File: config.mk
export PLATFORM = sky130hd
export DESIGN_NAME = otter_reg_file
export DESIGN_NICKNAME = d
export VERILOG_FILES = /design/src/rtl/otter_pkg.sv /design/src/rtl/rf_scoreboard.sv /design/src/rtl/otter_reg_file.sv
export SDC_FILE = /design/constraint.sdc
export NUM_CORES = 2
export LEC_CHECK = 0
export CAP_MARGIN = 5
export CORE_MARGIN = 3
export CORE_UTILIZATION = 55
export CTS_CLUSTER_SIZE = 25
export DETAILED_ROUTE_END_ITERATION = 8
export MAX_ROUTING_LAYER = met4
export PLACE_DENSITY = 0.71
export SYNTH_ARGS = -nofsm -noshare
export SYNTH_HDL_FRONTEND = slang
export SYNTH_HIERARCHICAL = 1
export SYNTH_SLANG_ARGS = --single-unit
File: constraint.sdc
create_clock -name CLK -period 5.25 [get_ports CLK]
set_clock_uncertainty 0.15 [all_clocks]
set_input_delay 0.7875 -clock CLK [delete_from_list [all_inputs] [get_ports CLK]]
set_output_delay 0.7875 -clock CLK [all_outputs]
set_load 0.05 [all_outputs]
File: src/rtl/otter_pkg.sv
// Shared Otter MCU definitions: datapath widths and the write-back source select.
package otter_pkg;

  localparam int XLEN       = 32;
  localparam int REG_ADDR_W = 5;
  localparam int NREGS      = 32;

  typedef enum logic [1:0] {
    PC_PLUS4 = 2'b00,
    CSR      = 2'b01,
    MEM      = 2'b10,
    ALU      = 2'b11
  } rf_wr_sel_t;

endpackage

File: src/rtl/rf_scoreboard.sv
// Pending-write scoreboard: one bit per register that is set when a load issues
// and cleared by its write-back; a set on the same edge as a clear wins.
module rf_scoreboard #(
  parameter int NREGS = otter_pkg::NREGS
) (
  input  logic                     CLK,
  input  logic                     RST_N,
  input  logic                     pend_set,
  input  logic [$clog2(NREGS)-1:0] pend_addr,
  input  logic                     rf_we,
  input  logic [$clog2(NREGS)-1:0] wa,
  output logic [NREGS-1:0]         pend,
  output logic                     pend_any
);

  localparam int AW = $clog2(NREGS);

  logic [NREGS-1:0] pend_nxt;

  always_comb begin
    // NOTE: default assignment first so every path drives pend_nxt and no latch is inferred.
    pend_nxt = pend;
    for (int i = 1; i < NREGS; i++) begin
      if (rf_we && wa == AW'(i))
        pend_nxt[i] = 1'b0;
      // Evaluated after the clear so a re-issued load to the same register wins.
      if (pend_set && pend_addr == AW'(i))
        pend_nxt[i] = 1'b1;
    end
    pend_nxt[0] = 1'b0;
  end

  always_ff @(posedge CLK or negedge RST_N) begin
    // NOTE: sequential state uses non-blocking assignments so all flops update together.
    if (!RST_N) pend <= '0;
    else        pend <= pend_nxt;
  end

  assign pend_any = |pend;

endmodule

File: src/rtl/otter_reg_file.sv
// Otter RV32I integer register file: x0 hardwired to zero, one synchronous write
// port, two combinational read ports. Define RF_BYPASS_EN for write-through forwarding.
module otter_reg_file #(
  parameter int XLEN  = otter_pkg::XLEN,
  parameter int NREGS = otter_pkg::NREGS
) (
  input  logic                     CLK,
  input  logic                     RST_N,
  input  logic                     rf_we,
  input  logic [$clog2(NREGS)-1:0] wa,
  input  logic [XLEN-1:0]          wd,
  input  logic [$clog2(NREGS)-1:0] adr1,
  input  logic [$clog2(NREGS)-1:0] adr2,
  output logic [XLEN-1:0]          rs1,
  output logic [XLEN-1:0]          rs2,
  input  logic                     pend_set,
  input  logic [$clog2(NREGS)-1:0] pend_addr,
  output logic                     rs1_pend,
  output logic                     rs2_pend,
  output logic                     pend_any
);

  logic [XLEN-1:0]  regs [NREGS];
  logic [NREGS-1:0] pend;

  rf_scoreboard #(.NREGS(NREGS)) u_scoreboard (
    .CLK       (CLK),
    .RST_N     (RST_N),
    .pend_set  (pend_set),
    .pend_addr (pend_addr),
    .rf_we     (rf_we),
    .wa        (wa),
    .pend      (pend),
    .pend_any  (pend_any)
  );

  always_ff @(posedge CLK or negedge RST_N) begin
    // NOTE: the architectural state must clear on reset, so this array is built from
    // resettable flops rather than an SRAM macro.
    if (!RST_N) begin
      for (int i = 0; i < NREGS; i++) regs[i] <= '0;
    end else if (rf_we && wa != '0) begin
      regs[wa] <= wd;
    end
  end

`ifdef RF_BYPASS_EN
  // Forwarding is gated by reset so outputs stay zero while reset is held.
  logic byp1, byp2;
  assign byp1 = RST_N && rf_we && (wa != '0) && (adr1 == wa);
  assign byp2 = RST_N && rf_we && (wa != '0) && (adr2 == wa);
`endif

  always_comb begin
    rs1      = (adr1 == '0) ? '0 : regs[adr1];
    rs2      = (adr2 == '0) ? '0 : regs[adr2];
    rs1_pend = pend[adr1];
    rs2_pend = pend[adr2];
`ifdef RF_BYPASS_EN
    if (byp1) begin
      rs1      = wd;
      rs1_pend = 1'b0;
    end
    if (byp2) begin
      rs2      = wd;
      rs2_pend = 1'b0;
    end
`endif
  end

endmodule

======== After elaboration in Yosys (flattened, before gate mapping) ========
Index checks and enable logic that the tools add are counted.
W data, S select, Z words.
storage, ports and cells
  register bits after elaboration ......... 1055
  input port bits ......................... 56
  output and inout bits ................... 67
  word-level logic and storage cells ...... 310
cells by class
  magnitude comparators ................... 6
  eq/ne operators ......................... 62
  mux-type cells .......................... 77
  bitwise operators ....................... 3
  reductions and logical operators ........ 99
operators with widths
  operator              number
  $bwmux W1024          1
  $bmux W32 S5          2
  $mux W32              7
  $demux W32 S5         1
  $eq A5 B5 Y1 const B  32
  $eq A5 B4 Y1 const B  16
  $logic_and A1 B1 Y1   64
  $mux W1               64
  $reduce_bool A2 Y1    31
  $eq A5 B3 Y1 const B  8
  $reduce_or A31 Y1     1
  $eq A5 B2 Y1 const B  4
  $ge A6 B6 Y1 const B  3
  $not A5 Y6            3
  $lt A5 B6 Y1 const B  2
  $bmux W1 S5           2
  $eq A5 B1 Y1 const B  2
  $logic_not A5 Y1      2
  $lt A6 B1 Y1 const B  1
  $reduce_bool A5 Y1    1

======== Longest topological paths before layout ========
  depth after elaboration ................. 6
  mapped depth ............................ 9
  mapped depth without buffers ............ 4

======== By module ========
Netlist, hierarchy kept.
by module, submodules not included
  module          instances  cells an instance  area each (um^2)  seq. area each (um^2)
  otter_reg_file  1          3665               54798.8           25624.6
  rf_scoreboard   1          140                1401.3            775.7

======== Worst setup path before layout ========
No wires, ideal clock.
  path kind ............................... input to output
  from .................................... input port adr2[1]
  to ...................................... output port rs2[2]
  data arrival time ....................... 3.186 ns
  data required time ...................... 4.313 ns
  setup slack ............................. 1.127 ns
  stages on the path ...................... 8
  path buffers ............................ 4
  path through ............................ buf_4 buf_6 buf_6 buf_6 mux2i_1 a221oi_1 o21ai_0 a311oi_1
between the ends
  longest elaborated chain between the ends .. 5
  elaborated cells on any way between the ends .. 6
  classes of those cells .................. 4 x mux; 1 x bitwise; 1 x reduce/logical
RTL lines
  item                                         line                  RTL
  start: declaration                           otter_reg_file.sv:13  input logic [$clog2(NREGS)-1:0] adr2,
  $not A5 Y6 (not written as such)             otter_reg_file.sv:56  rs2 = (adr2 == '0) ? '0 : regs[adr2];
  $bmux W32 S5                                 otter_reg_file.sv:56
  $mux W32 (not written as such) (2 in a row)  otter_reg_file.sv:56
  $mux W32 (*)                                 otter_reg_file.sv:56
  end: declaration                             otter_reg_file.sv:15  output logic [XLEN-1:0] rs2,
Every way passes the cells marked *; elsewhere a longest branch is shown, timed or not. The select of a mux whose other input is x is not followed.

======== Final worst setup path ========
  from .................................... input port adr1[3]
  to ...................................... output port rs1[7]
between the ends
  longest elaborated chain between the ends .. 5
  elaborated cells on any way between the ends .. 6
  classes of those cells .................. 4 x mux; 1 x bitwise; 1 x reduce/logical
RTL lines
  item                                         line                  RTL
  start: declaration                           otter_reg_file.sv:12  input logic [$clog2(NREGS)-1:0] adr1,
  $not A5 Y6 (not written as such)             otter_reg_file.sv:55  rs1 = (adr1 == '0) ? '0 : regs[adr1];
  $bmux W32 S5                                 otter_reg_file.sv:55
  $mux W32 (not written as such) (2 in a row)  otter_reg_file.sv:55
  $mux W32 (*)                                 otter_reg_file.sv:55
  end: declaration                             otter_reg_file.sv:14  output logic [XLEN-1:0] rs1,
Marks and branches as above.

==> metrics.md <==
| Metric | Value |
|---|---|
| Status | complete, no violations |
| Register area | 26400 sq um |
| CTS Buffer Depth | 3 |
| RSZ-0062 raised after global routing | false |
| PD cells | 385.0 nW/um^2 |
| FFs w/ async S/R, synth | 1.000 |
| #FFs+latches synth | 1055 |
| Worst path depth | 8 |
| Synth cell types | 54 |
| Die Height | 325.7 um |
| Total CTS buffers | 111 |
| Worst r2r src | regs[276] |
| Vias in the first global route | 37960 |
| Final ANT Viol Nets | 0 |
| First-pass GRT wire length | 265.5 mm |
| Drt first pass iters | 6 |
| Antenna violations before repair | 5 |
| Root Buffer | clkbuf_16 |
| Synth-to-Final Area Change | 12.56% |
| CTS sink cnt | 1055 |
| Source of the critical timing path | adr1[3] |
| Worst setup margin | 0.2718 ns |
| DIE WIDTH | 325.7 um |
| Port bufs | 122 |
| Critical Path Sink | rs1[7] |
| R2R depth | 1 |
| Crit Path Category | in -> out |
| EDFF count, synth | 0 |
| Final nets | 3805 |
| Placement Rows | 116 |
| Pre-CTS setup slack | -0.04818 ns |
| Via count | 37520 |
| DR iter-0 viols | 4249 |
| Crit path required time | 4.31 ns |
| Final-report setup violation count | 0 |
| Slew @ Worst Pin | 1.228 ns |
| Post-route cell area | 63260 sq um |
| Multi-input gate area | 28060 sq um |
| Max Transition Viols Final | 0 |
| Syn Inst Count | 3805 |
| H-tree depth | 3 |
| Synthesis Warnings | 6 |
| Crit. End Element | output pin |
| Period utilization | 0.9482 |
| Setup repair bufs after CTS | 0 |
| Syn Std Cell Area | 56200 sq um |
| Clock-pin slew on the worst setup and hold paths | 0.06 ns |
| Worst path cell trace | clkdlybuf4s50_1, or3b_4, buf_4, o22ai_1, a2111oi_2, nor3_1, buf_4, buf_12 |
| Setup crit start kind | input port |
| Dpl cells | 4991 |
| Drt wl/cell | 34.57 um |
| Die ar. | 106100 sq um |
| Worst path max stage delay | 0.77 ns |
| Final wirelength | 179.8 mm |
| Reg2Reg Setup Slack | 4.28 ns |
| Peak supply drop | 0.3131 mV |
| Post-DP Area | 59490 sq um |
| Placer Congestion | 0.8810 |
| Hold Slack | 0.2465 ns |
| Register area share after synthesis | 0.4698 |
| Layout fillers | 7471 |
| Total grt overflow | 0 |
| HPWL after DPL | 104.5 mm |
| CORE AREA | 100700 sq um |
| Crit path DAT | 4.04 ns |
| Worst path most repeated cell | buf_4 |
| Via density | 7.215 |
| TritonCTS clock tree | yes |
| Hold Path Class | reg -> reg |
| Syn nets | 3861 |
| Core Util, Final | 0.6280 |
| Share of layout cells above drive strength 1 | 0.4966 |
| Slowest CP cell | or3b_4 |
| Final hold vios | 0 |
| Relative max-transition margin | 0.1795 |
| Largest net degree at the start of global routing | 160 |
| Critical path buffer and inverter count | 4 |
| Top Ports | 123 |
| DRC | 0 |
| Leak pwr | 27.16 nW |
| Crit path max fanout | 25 |
| Top delay family on crit path | simple AND/OR/NAND/NOR gates |
| Max-cap viol count | 0 |
| Non-Filler Instances | 5200 |
| GRT Overall Usage | 0.3485 |
| FMAX | 0.2009 GHz |
| Crit Reg-Reg Endpoint | regs[276] |
| Min cycle time layout | 4.978 ns |
| Top FF cell, synth | dfrtp_1 |
| Synth Area per Inst | 14.77 sq um |
| Starting Density | 0.5579 |
| Clock Latency Late Sink | 0.69 ns |
-- synth_stat cells, drive strengths merged, types with 35 or more instances --
library cell / instances / area share
a211oi: 67 / 0.0089
a22o: 57 / 0.0089
a22oi: 42 / 0.0056
and2: 35 / 0.0039
buf: 163 / 0.018
clkbuf: 268 / 0.018
dfrtp: 1055 / 0.47
mux2: 1025 / 0.21
mux2i: 221 / 0.039
mux4: 424 / 0.17
nand2: 36 / 0.0024
o21ai: 126 / 0.011
-- cell families after synthesis --
family                 synth area share
buffers and inverters           0.03602
DFF                              0.4698
and+or+nand+nor                 0.02022
AOI/OAI and AO/OA               0.05902
muxes                            0.4149
other                        0.00006673
-- cell usage in the layout (no fill, tap or decap), types with 11 or more instances in the layout --
cell             count
a22o_1              57
clkbuf_1            26
clkbuf_16          113
o22ai_1             27
a311oi_1            34
clkbuf_8            31
nand2_4             11
o21ai_1             27
mux4_2             420
buf_12              98
a22oi_1             42
o21ai_0             99
o221ai_1            30
nor3_1              25
nor2_4              18
mux2i_1            221
clkdlybuf4s50_1     48
dfrtp_1           1055
nand2_1             21
a211oi_1            67
mux2_2            1025
buf_4              106
clkinv_2            19
and2_1              33
a221oi_1            32
or2_2               13
-- metal layers --
metal / wire, um / track usage / part of all wire
met1: 71860 / 0.4728 / 0.40
met2: 83650 / 0.5255 / 0.47
met3: 16370 / 0.06767 / 0.091
met4: 7890 / 0.1334 / 0.044
met5: 0 / - / 0
-- how the worst min path moves through the flow --
stage	start	endpoint	cells past startpoint
6_report	regs[1021]	regs[1021]	0
5_1_grt	regs[1010]	regs[1010]	0
4_1_cts	regs[1021]	regs[1021]	0
3_5_place_dp	regs[1021]	regs[1021]	0
3_3_place_gp	regs[995]	regs[995]	0
2_1_floorplan	regs[1001]	regs[1001]	1
-- metrics by stage --
| step | setup TNS (ns) | total power [W] |
|---|---|---|
| 2_1_floorplan | 0 | 0.01442 |
| 3_3_place_gp | 0 | 0.01613 |
| 3_5_place_dp | -0.04818 | 0.01629 |
| 4_1_cts | 0 | 0.02435 |
| 5_1_grt | 0 | 0.02524 |
| 6_report | 0 | 0.02435 |
-- registers in the layout, summed over array words and instances, names as in the netlist --
name and cells:
regs 1024, u_scoreboard/pend 31
-- power by group --
part | total (W) | internal [W] | switching (W)
clock | 0.00810 | 0.00475 | 0.00335
sequential | 0.0109 | 0.00969 | 0.00125
combinational | 0.00532 | 0.00306 | 0.00227
total | 0.0244 | 0.0175 | 0.00686
-- cell type report --
type	instances	area share
multi-input cells	2318	0.4435
flip-flops and latches	1055	0.4173
repair buffers	262	0.05313
clock buffers	169	0.05277
well taps	1357	0.02684
clock inverters	33	0.006092
diodes	5	0.0001978
inverters	1	0.0001385
-- timing repair --
item	CTS	global route
hold endpoints to repair	45	0
setup endpoints to repair	1	0
gates resized for setup	1	0
hold buffers	1	0
Note: power is estimated with default switching activity, not from simulation.
